$ cat src/rtl/ccc_apb_cfg_master.sv
// APB initiator for the FCCC dynamic-configuration port: single read/write requests,
// BUSY-gated, with optional wait for synchronized PLL LOCK after a write.
module ccc_apb_cfg_master #(
  parameter int unsigned LOCK_TIMEOUT = 65535,
  parameter int unsigned BUSY_TIMEOUT = 255
) (
  input  logic       PCLK,
  input  logic       PRESET_N,
  input  logic       REQ,
  input  logic       REQ_WRITE,
  input  logic [5:0] REQ_ADDR,
  input  logic [7:0] REQ_WDATA,
  input  logic       REQ_WAIT_LOCK,
  output logic       READY,
  output logic       ACK,
  output logic       ERR,
  output logic [7:0] RDATA,
  output logic       LOCK_STATUS,
  output logic       PSEL,
  output logic       PENABLE,
  output logic       PWRITE,
  output logic [5:0] PADDR,
  output logic [7:0] PWDATA,
  input  logic [7:0] PRDATA,
  input  logic       BUSY,
  input  logic       LOCK
);

  typedef enum logic [2:0] {
    StIdle,
    StWaitBusy,
    StSetup,
    StAccess,
    StWaitLock,
    StDone
  } state_e;

  state_e      state_q, state_d;
  logic [15:0] cnt_q, cnt_d;
  logic [16:0] cnt_inc;
  logic        err_d;
  logic        wr_q, wait_lock_q;
  logic [5:0]  addr_q;
  logic [7:0]  wdata_q;
  logic        lock_meta_q;

  // One extra bit so the >= compare against a 65535 limit cannot wrap.
  assign cnt_inc = {1'b0, cnt_q} + 17'd1;

  always_comb begin
    state_d = state_q;
    cnt_d   = cnt_q;
    err_d   = 1'b0;
    unique case (state_q)
      StIdle: begin
        if (REQ) begin
          state_d = StWaitBusy;
          cnt_d   = '0;
        end
      end
      StWaitBusy: begin
        if (!BUSY) begin
          state_d = StSetup;
        end else if (cnt_inc >= 17'(BUSY_TIMEOUT)) begin
          state_d = StDone;
          err_d   = 1'b1;
        end else begin
          cnt_d = cnt_inc[15:0];
        end
      end
      StSetup: state_d = StAccess;
      StAccess: begin
        if (wr_q && wait_lock_q) begin
          state_d = StWaitLock;
          cnt_d   = '0;
        end else begin
          state_d = StDone;
        end
      end
      StWaitLock: begin
        if (LOCK_STATUS) begin
          state_d = StDone;
        end else if (cnt_inc >= 17'(LOCK_TIMEOUT)) begin
          state_d = StDone;
          err_d   = 1'b1;
        end else begin
          cnt_d = cnt_inc[15:0];
        end
      end
      StDone: state_d = StIdle;
      default: state_d = StIdle;
    endcase
  end

  always_ff @(posedge PCLK) begin
    if (!PRESET_N) begin
      state_q     <= StIdle;
      cnt_q       <= '0;
      wr_q        <= 1'b0;
      wait_lock_q <= 1'b0;
      addr_q      <= '0;
      wdata_q     <= '0;
      lock_meta_q <= 1'b0;
      LOCK_STATUS <= 1'b0;
      READY       <= 1'b1;
      ACK         <= 1'b0;
      ERR         <= 1'b0;
      RDATA       <= '0;
      PSEL        <= 1'b0;
      PENABLE     <= 1'b0;
      PWRITE      <= 1'b0;
      PADDR       <= '0;
      PWDATA      <= '0;
    end else begin
      state_q     <= state_d;
      cnt_q       <= cnt_d;
      lock_meta_q <= LOCK;
      LOCK_STATUS <= lock_meta_q;
      if (state_q == StIdle && REQ) begin
        wr_q        <= REQ_WRITE;
        wait_lock_q <= REQ_WAIT_LOCK;
        addr_q      <= REQ_ADDR;
        wdata_q     <= REQ_WDATA;
      end
      // Outputs are Moore functions of the state being entered.
      READY   <= (state_d == StIdle);
      ACK     <= (state_d == StDone);
      ERR     <= err_d;
      PSEL    <= (state_d == StSetup) || (state_d == StAccess);
      PENABLE <= (state_d == StAccess);
      if (state_d == StSetup) begin
        PWRITE <= wr_q;
        PADDR  <= addr_q;
        PWDATA <= wdata_q;
      end
      if (state_q == StAccess && !wr_q) begin
        RDATA <= PRDATA;
      end
    end
  end

endmodule

$ cat config.mk
export PLATFORM = sky130hd
export DESIGN_NAME = ccc_apb_cfg_master
export DESIGN_NICKNAME = d
export VERILOG_FILES = /design/src/rtl/ccc_apb_cfg_master.sv
export SDC_FILE = /design/constraint.sdc
export NUM_CORES = 1
export LEC_CHECK = 0
export CAP_MARGIN = 20
export CORE_MARGIN = 2
export CORE_UTILIZATION = 51
export CTS_CLUSTER_DIAMETER = 50
export DETAILED_ROUTE_END_ITERATION = 8
export PLACE_DENSITY = 0.79
export SLEW_MARGIN = 20
export SYNTH_ARGS = -nofsm -noshare
export SYNTH_HDL_FRONTEND = slang
export SYNTH_SLANG_ARGS = --single-unit
$ cat constraint.sdc
create_clock -name PCLK -period 3.4 [get_ports PCLK]
set_input_delay 0.34 -clock PCLK [delete_from_list [all_inputs] [get_ports PCLK]]
set_output_delay 0.34 -clock PCLK [all_outputs]
set_load 0.01 [all_outputs]
== Word-level counts from Yosys, hierarchy flattened ==
Index checks and enable logic that the tools add are counted.
Storage, ports and cells
  bits of input ports: 29
  output and inout port bits: 29
  flip-flop bits (word level): 65
  logic and storage cells: 61
Cells by class
  reduce and logical (&&, ||, !) cells: 9
  equality and inequality tests: 13
  multiplexer cells: 19
  $add $sub $neg: 1
  order comparisons: 2
Operators by type and width (number)
  $mux 16: 6
  $pmux 16 s4: 1
  $add 16x1->17 const B: 1
  $ge 17x16->1 const B: 1
  $ge 17x8->1 const B: 1
  $mux 3: 5
  $pmux 3 s5: 1
  $eq 3x2->1 const B: 4
  $ne 2x2->1 const B: 6
  $reduce_and 7->1: 1
  $eq 3x3->1 const B: 2
  $logic_not 3->1: 2
  $mux 1: 5
  $reduce_bool 4->1: 1
  $eq 3x1->1 const B: 1
  $logic_and 1x1->1: 3
  $pmux 1 s2: 1
  $logic_not 1->1: 1
  $logic_or 1x1->1: 1

== Longest topological paths before layout ==
Gate-level depths: netlist of the first run.
  depth after elaboration: 7
  gate-level depth with buffers: 11
  gate-level depth less buffers: 10

== Worst setup path after synthesis of the first run ==
Ideal clock, no wire load.
  path type: flip-flop to flip-flop
  from: reg cnt_q[0]
  to: reg cnt_q[3]
  data required time: 3.331 ns
  buffers on the path: 1
  arrival: 2.543 ns
  library setup time: 0.069 ns
  path slack: 0.788 ns
  stages on the path, launching flop included: 11
  clock period less this slack: 2.612 ns
  cell sequence: dfxtp_1 > ha_1 > and4_1 > nand4_1 > xnor2_1 > nor4_2 > a31oi_1 > or2_1 > buf_6 > or4_1 > o21ai_1
On the way
  longest elaborated chain between the ends: 4
  elaborated cells between the ends (all ways): 11
  those cells by class: 1 x add/sub; 2 x order compare; 2 x eq/ne; 5 x mux; 1 x reduce/logical
Ends and longest elaborated chain
  start, declared: line 39  | logic [15:0] cnt_q, cnt_d;
  start signal, assigned: line 116  | cnt_q <= cnt_d;
  $add 16x1->17 *: line 48  | assign cnt_inc = {1'b0, cnt_q} + 17'd1;
  $ge 17x16->1 (tied with other cells): line 83  | end else if (cnt_inc >= 17'(LOCK_TIMEOUT)) begin
  $ne 2x2->1 (no source line) (tied with other cells)
  $reduce_and 7->1 (no source line) or $pmux 16 s4 (tied branches)
Every way passes the cells marked *; elsewhere a longest branch is shown, timed or not. The select of a mux whose other input is x is not followed.
A chain may end at the register's enable or synchronous reset.

== Worst setup path in the final report of the first run ==
  from: reg cnt_q[0]
  to: reg cnt_q[10]
Same word-level chain as after synthesis.

==> results by group, run 1 <==
Timing
  – Worst Hold Slack: 0.433 ns
  – Final setup vio count: 0
  – Worst Tran Pin Value: 0.845 ns
  – TNS Setup: 0 ns
  – Final hold violation count: 0
  – RSZ-0062 raised after global routing: false
  – Max Freq: 343 MHz
  – Slew headroom: 43.1%
  – Setup Skew: 0.00991 ns
  – Max-slew violation count: 0
  – Worst setup margin: 0.482 ns
  – Fin crit share: 85.8%
  – Tmin final: 2.92 ns

Die
  – Top Ports: 58
  – Core Region: 5510 µm²
  – Cell row count: 27
  – Die Wd: 79.6 µm
  – DIE AREA: 6340 µm²
  – Die H: 79.6 µm
  – Initial Util: 53.0%

Global routing
  – Total global-route track usage: 23.0%
  – Antenna violations before repair: 0
  – Vias in the first global route: 2397
  – Grt ovf: 0
  – Largest net degree at the start of global routing: 43
  – Global-route wire length before repair: 11300 µm

Layout
  – Synth-to-layout area growth: 27.5%
  – # fillers: 439
  – ANT cells: 0
  – Area of the multi-input gates: 1470 µm²
  – Register area: 1300 µm²
  – Fin area: 3720 µm²
  – Most common cell after layout, fill and taps aside: nand2_1
  – Most frequent cells in the layout: nand2_1 (74), dfxtp_1 (65), clkdlybuf4s50_1 (57)
  – Nets: 440
  – Final cell count without fillers: 486
  – Share of layout cells above drive strength 1: 7.49%

Worst setup path
  – Crit Path Category: register to register
  – R2R depth: 9
  – Worst setup EP type: register
  – Critical Path RT: 3.65 ns
  – Crit-path max FO: 11
  – Worst Path Arrival: 3.17 ns
  – Setup crit start kind: register

Logic synthesis
  – Share of the yosys chip area belonging to registers: 44.6%
  – Distinct cells, synth: 48
  – Syn Nets: 391
  – Synthesized flop and latch total: 65
  – Mapped Cells: 360
  – Synthesized area: 2920 µm²
  – Post-synthesis area per instance: 8.10 µm²
  – Main flop type after synthesis: dfxtp_1
  – Number of flops mapped to enable cells by yosys: 0
  – Ys Warns: 0
  – Async SR Flop Fraction: 0%

Clock tree
  – Post-CTS setup buffers: 0
  – CTS H-Tree Depth: 3
  – Worst-path clk slew: 0.07 ns
  – Root Driver: clkbuf_8
  – Num CTS Buffers: 9
  – Max clock buf depth: 2
  – CTS tree: done
  – Clock latency on the worst-skew pair: 0.34 ns
  – Cts hold-fix bufs: 0
  – Resize count post-CTS: 0
  – TritonCTS Sinks: 65

Outcome
  – Run status: finished clean

Hold path
  – Worst hold path stage count: 1
  – Worst Hold Class: register to register

Detailed routing
  – Via count: 2706
  – Post-route ant nets: 0
  – # DRC: 0
  – Iter 0 DRT Violations: 150
  – Wire per inst: 14.3 µm
  – Drt first pass iters: 5
  – Final WL: 6950 µm
  – Vias per cell: 5.57

Pwr
  – Sw Share: 26.2%
  – Logic pwr share: 13.3%
  – Max rail drop VDD: 278 µV
  – Flop pwr share: 45.9%
  – Cell Int Power: 1.34 mW
  – Static Leak: 1.32 nW
  – Clk pwr share: 40.8%
  – Switching Power: 0.474 mW
  – Power Density: 488 nW/µm²

Place
  – Dpl cells: 470
  – Dpl cell area: 3490 µm²
  – Place WS: 0.567 ns
  – I/O Buffers: 57
  – GP Congestion: 0.982
  – Post-DP HPWL: 4810 µm

Run
  – Number of max-cap violations: 0
==> critical path: stages, from the launching register on <==
cell and delay (ns):
dfxtp_1 0.44, ha_1 0.33, and4_1 0.30, nand4_1 0.13, xnor2_1 0.21, nor4_2 0.34, a31oi_1 0.18, nor2_1 0.23
nand2_1 0.32, o32ai_1 0.34
==> Yosys cell counts (all sizes together) (2+ instances only) <==
library cell | number | share of area, %
inv | 5 | 0.64
a21oi | 46 | 7.9
buf | 6 | 2.0
and4 | 5 | 1.7
nand2b | 2 | 0.43
nor2b | 2 | 0.43
and2 | 5 | 1.1
ha | 2 | 0.86
nand2 | 74 | 9.5
mux2i | 10 | 3.4
or3 | 3 | 0.64
clkbuf | 18 | 2.3
o32ai | 3 | 0.90
and3 | 6 | 1.5
a31oi | 5 | 1.1
nand4 | 5 | 1.3
nand3 | 16 | 2.7
o31ai | 6 | 1.5
dfxtp | 65 | 45
xor2 | 2 | 0.60
o21ai | 16 | 2.7
a211oi | 3 | 0.77
xnor2 | 4 | 1.2
nor3 | 8 | 1.4
nand4b | 2 | 0.60
nor2 | 25 | 3.2
o21a | 2 | 0.51
a32o | 2 | 0.69
==> area by class of cell <==
type                            count  share of cell area, %
Clock inverter                      6                   2.46
Clock buffer                       10                   3.70
Tap cell                           72                   2.42
Inverter                            6                  0.606
Timing Repair Buffer               62                   16.4
Sequential cell                    65                   35.0
Multi-Input combinational cell    265                   39.5
==> flip-flops by register name (all words and copies together) (netlist names), 3 cells and up <==
| register | flops |
|---|---|
| PADDR | 6 |
| PWDATA | 8 |
| RDATA | 8 |
| addr_q | 6 |
| cnt_q | 16 |
| state_q | 3 |
| wdata_q | 8 |
==> cell families (layout without fill, tap and decap cells) <==
logic type,Yosys count,in the layout,share of synthesized area (%)
simple gates,157,157,25.7
compound gates,89,89,18.0
flops,65,65,44.6
buf+inv,30,84,5.06
mux,11,11,3.95
xor+xnor,6,6,1.80
fa+ha+maj,2,2,0.858
==> metrics by stage <==
stage	power (mW)	util [%]
3_3_place_gp	1.08	63.4
4_1_cts	1.82	67.5
2_1_floorplan	0.993	-
5_1_grt	1.89	67.5
6_report	1.81	67.5
3_5_place_dp	1.09	63.4
==> path summary, 6_finish.rpt <==
path | from | end | slack (ns)
max reg2reg | cnt_q[0] | cnt_q[10] | 0.48
max | cnt_q[0] | cnt_q[10] | 0.48
min | lock_meta_q | LOCK_STATUS | 0.43
min reg2reg | lock_meta_q | LOCK_STATUS | 0.43
==> layer usage <==
metal | track usage [%] | vias up | share of wire, %
met5 | 0 | - | 0
met3 | 6.11 | 7 | 7.9
met1 | 29.8 | 1231 | 44
met2 | 36.3 | 116 | 47
met4 | 8.97 | 0 | 1.3
li1 | - | 1352 | -
==> power by group through the flow <==
stage | Sequential (mW) | Combinational (mW) | Clock [mW]
after global placement | 0.847 | 0.235 | 0
after global routing | 0.836 | 0.270 | 0.782
final | 0.832 | 0.241 | 0.740
after floorplan | 0.840 | 0.153 | 0
after CTS | 0.831 | 0.241 | 0.750
after detailed placement | 0.848 | 0.239 | 0
Power figures use the tool's default switching activity.
==> run 2: changes to the inputs <==
--- a/config.mk
+++ b/config.mk
@@ -10,6 +10,7 @@
 export CORE_UTILIZATION = 51
 export CTS_CLUSTER_DIAMETER = 50
 export DETAILED_ROUTE_END_ITERATION = 8
+export MAX_ROUTING_LAYER = met4
 export PLACE_DENSITY = 0.79
 export SLEW_MARGIN = 20
 export SYNTH_ARGS = -nofsm -noshare
==> run 2 against run 1 <==
Worst setup slack got worse by 0.10 ns. Clock skew fell by 0.0028 ns. Final cell count fell by 0.41%. Non-clock buffer count fell by 1. Sequential share of layout area rose by 0.54 points. Critical endpoint unchanged.
==> results by group, run 2 (synthesis gave the netlist of run 1 again) <==
Worst setup path
  – Family with the most delay on the worst path: simple AND/OR/NAND/NOR gates
  – R2R depth: 9
  – Worst Path Arrival: 3.25 ns
  – Critical Path RT: 3.64 ns
  – Critical-path cell list: ha_1 > and4_1 > nand4_1 > xnor2_1 > nor4_2 > a31oi_1 > nor2_1 > nand2_1 > o32ai_1
  – Worst setup EP type: register
  – Largest stage delay on the critical path: 0.43 ns
  – Worst Setup EP: cnt_q[10]
  – Crit Path Category: register to register
  – Instance count on the critical path: 9
  – Crit-path max FO: 11
  – CP bufs+invs: 0
  – Setup crit start kind: register
  – FF-to-FF End: cnt_q[10]
  – Critical-path top delay cell: dfxtp_1
  – Flop-to-flop setup slack: 0.38 ns
  – Crit. Startpoint: cnt_q[0]
  – FF-to-FF Start: cnt_q[0]

Detailed routing
  – Met1 Wirelength: 3180 µm
  – Top Metal Used: met4
  – Via count: 2680
  – Wire length on met3: 460 µm
  – Wire per inst: 14.3 µm
  – WL met2: 3190 µm
  – # DRC: 0
  – Final WL: 6930 µm
  – Vias per cell: 5.54
  – Post-route ant nets: 0
  – Iter 0 DRT Violations: 167
  – Drt first pass iters: 5

Timing
  – Worst Tran Pin Value: 0.790 ns
  – Setup Skew: 0.00713 ns
  – Max-slew violation count: 0
  – RSZ-0062 raised after global routing: false
  – Max Freq: 331 MHz
  – Final hold violation count: 0
  – TNS Setup: 0 ns
  – Fin crit share: 88.8%
  – Tmin final: 3.02 ns
  – Final setup vio count: 0
  – Slew headroom: 46.8%

Global routing
  – Grt ovf: 0
  – Global-route wire length before repair: 11300 µm
  – Largest net degree at the start of global routing: 43
  – Antenna violations before repair: 0
  – Vias in the first global route: 2445
  – Total global-route track usage: 23.5%

Hold path
  – Hold Startpoint: lock_meta_q
  – Worst Hold Class: register to register

Layout
  – Most common cell after layout, fill and taps aside: nand2_1
  – Most frequent cells in the layout: nand2_1 (74), dfxtp_1 (65), clkdlybuf4s50_1 (57)
  – Area of the multi-input gates: 1470 µm²
  – Layout Utilization: 66.5%
  – # fillers: 448
  – Synth-to-layout area growth: 25.6%
  – Largest register FFs: 16
  – Nets: 439
  – ANT cells: 0
  – Register area: 1300 µm²
  – Share of layout cells above drive strength 1: 7.04%
  – Largest reg by FF count: cnt_q

Die
  – Top Ports: 58
  – DIE AREA: 6340 µm²
  – Die Wd: 79.6 µm
  – Cell row count: 27
  – Core Region: 5510 µm²
  – Die H: 79.6 µm
  – Initial Util: 53.0%

Pwr
  – Flop pwr share: 49.9%
  – Logic pwr share: 14.5%
  – Power Density: 456 nW/µm²
  – Switching Power: 0.465 mW
  – Static Leak: 1.29 nW
  – Clk pwr share: 35.7%
  – Max rail drop VDD: 285 µV
  – Cell Int Power: 1.20 mW
  – Sw Share: 27.9%

Clock tree
  – Cts hold-fix bufs: 0
  – CTS tree: done
  – Clock latency on the worst-skew pair: 0.34 ns
  – Worst-path clk slew: 0.07 ns
  – Root Driver: clkbuf_8
  – Resize count post-CTS: 0
  – Max clock buf depth: 2
  – Num CTS Buffers: 9
  – CTS H-Tree Depth: 3
  – Post-CTS setup buffers: 0
  – TritonCTS Sinks: 65

Place
  – Post-DP HPWL: 4720 µm
  – I/O Buffers: 57
  – GP Congestion: 1.00

Run
  – Number of max-cap violations: 0

Outcome
  – Run status: finished clean
## run 2: cell types whose count changed in the layout (fill, tap and decap cells not counted)
cell        change
clkinv_4        -2
clkinvlp_4      +2
buf_4           -1
bufinv_16       -2
clkbuf_8        +1
## run 2: routing by layer
layer  GRT usage, %  up-vias
li1               -     1363
met1           30.3     1213
met2           35.2       93
met3           6.22       11
met4           9.66        0
met5              -        -
## run 2: final cells by class
type	count	share of cell area, %
sequential	65	35.5
inverter	6	0.615
tap	72	2.46
multi-input combinational	265	40.1
clock buffer	11	4.13
clock inverter	4	0.786
timing repair buffer	61	16.4
## run 2: how the worst min path moves through the flow
stage	slack (ns)	cells after the start	to
after floorplan	0.41	1	LOCK_STATUS
after global placement	0.42	1	LOCK_STATUS
after detailed placement	0.42	1	LOCK_STATUS
after CTS	0.45	1	LOCK_STATUS
after global routing	0.46	1	LOCK_STATUS
final	0.44	1	LOCK_STATUS
## run 2: power by group through the flow
stage,combinational [mW],clock (mW),sequential (mW)
6_report,0.241,0.595,0.832
2_1_floorplan,0.153,0,0.840
5_1_grt,0.269,0.640,0.836
3_5_place_dp,0.236,0,0.848
3_3_place_gp,0.234,0,0.847
4_1_cts,0.238,0.602,0.831
## run 2: stage by stage
step / area [µm²] / instances / power [mW] / setup WS (ns) / hold WS (ns)
after floorplan: 2920 / 360 / 0.993 / 0.788 / 0.412
after global placement: 3480 / 469 / 1.08 / 0.699 / 0.417
after detailed placement: 3480 / 469 / 1.08 / 0.453 / 0.424
after CTS: 3660 / 484 / 1.67 / 0.442 / 0.446
after global routing: 3660 / 484 / 1.74 / 0.140 / 0.463
final: 3660 / 484 / 1.67 / 0.381 / 0.440
==> RTL change (settings of run 1) <==
Re-encode `state_e` (6 states) as Gray code, 3 bits wide.
--- a/src/rtl/ccc_apb_cfg_master.sv
+++ b/src/rtl/ccc_apb_cfg_master.sv
@@ -29,8 +29,8 @@
   typedef enum logic [2:0] {
-    StIdle,
-    StWaitBusy,
-    StSetup,
-    StAccess,
-    StWaitLock,
-    StDone
+    StIdle     = 3'b000,
+    StWaitBusy = 3'b001,
+    StSetup    = 3'b011,
+    StAccess   = 3'b010,
+    StWaitLock = 3'b110,
+    StDone     = 3'b111
   } state_e;
Function: same outputs for any inputs over 10 cycles, from zero or initial values and one cycle with PRESET_N low; not proved beyond that.
==> RTL change against run 1 <==
- wire length up 4.7%
- critical endpoint is now cnt_q[8]$_SDFFE_PN0P_
- area after synthesis up 6.9%
- clock skew down 5.7 ps
- power down 10%
- sequential cell count unchanged
- largest cell class unchanged
- die area up 6.6%
- worst setup slack worse by 200 ps
- final area up 3.9%
==> RTL change: results (changes against run 1) <==
| Metric | Value |
|---|---|
| Status | `finished, final reports clean` |
| Fraction of the yosys area taken by sequential cells | `41.7% (-2.9 points)` |
| DP HPWL | `4.95 mm (+2.9%)` |
| Largest stage delay on the critical path | `470 ps (+30 ps)` |
| Total vias in the final route | `2726 (+0.74%)` |
| Fraction of power spent switching nets | `27.5% (+1.4 points)` |
| Synthesized-area fraction occupied by adder cells | `0.802% (-0.056 points)` |
| Post-detailed-route wirelength per cell | `14.6 um (+2.0%)` |
| Worst setup skew after layout | `4.25 ps (-5.65 ps)` |
| Netlist cell types | `57 (+19%)` |
| RR Endpoint | `cnt_q[8]$_SDFFE_PN0P_` |
| Leakage power total | `1.34 nW (+1.6%)` |
| Worst supply voltage drop on vdd | `393 uV (+41%)` |
| Slowest stage cell on the critical path | `sky130_fd_sc_hd__nor4b_1` |
| Nets | `451 (+2.5%)` |
| GRT Resource Usage Total | `23.2% (+0.26 points)` |
| Mux share of post-synthesis cell area | `0.642% (-3.3 points)` |
| Total net switching power | `0.448 mW (-5.6%)` |
| Minimum period implied by the final worst setup slack | `3110 ps (+196 ps)` |
| Final weighted congestion in routability-driven placement | `0.933 (-5.0%)` |
| Area fraction in compound gates after synthesis | `23.5% (+5.5 points)` |
| Wire length of the first global-routing pass | `11.9 mm (+4.7%)` |
| Number of nets produced by synthesis | `403 (+3.1%)` |
| Headroom to the max-slew limit | `41.8% (-1.2 points)` |
| Seq. pwr | `0.818 mW (-2%)` |
==> RTL change: cell count changes in the layout (fill, tap and decap cells not counted), moves of 4 or more <==
cell | run 1 | this run
sky130_fd_sc_hd__o211ai_1 | 0 | 8
sky130_fd_sc_hd__nor2_1 | 25 | 16
sky130_fd_sc_hd__a21boi_1 | 0 | 5
sky130_fd_sc_hd__and3_1 | 4 | 9
sky130_fd_sc_hd__nand3_1 | 16 | 8
sky130_fd_sc_hd__nor3_1 | 8 | 3
sky130_fd_sc_hd__nand2_1 | 74 | 89
sky130_fd_sc_hd__a21boi_0 | 0 | 40
sky130_fd_sc_hd__mux2i_1 | 10 | 2
sky130_fd_sc_hd__a21oi_1 | 46 | 10
sky130_fd_sc_hd__o21ai_1 | 1 | 5
sky130_fd_sc_hd__o21ai_0 | 15 | 5
==> RTL change: stage by stage <==
stage,hold WS (ps),std cells,area [um^2]
after floorplan,412,372,3120
after global placement,413,484,3690
after detailed placement,437,484,3690
after CTS,453,499,3860
after global routing,475,499,3860
final,451,499,3860
==> RTL change: metal layers <==
layer	part of all wire (%)	global-route usage, %
met1	45	28.3
met5	0	0
met4	1.2	11.0
met3	5.9	5.87
met2	48	38.2
==> RTL change: area by class of cell <==
type / count / share of cell area, %
Inverter: 5 / 0.486
Multi-Input combinational cell: 276 / 43.1
Clock buffer: 10 / 3.56
Sequential cell: 65 / 33.7
Tap cell: 75 / 2.43
Timing Repair Buffer: 63 / 15.9
Clock inverter: 5 / 0.842
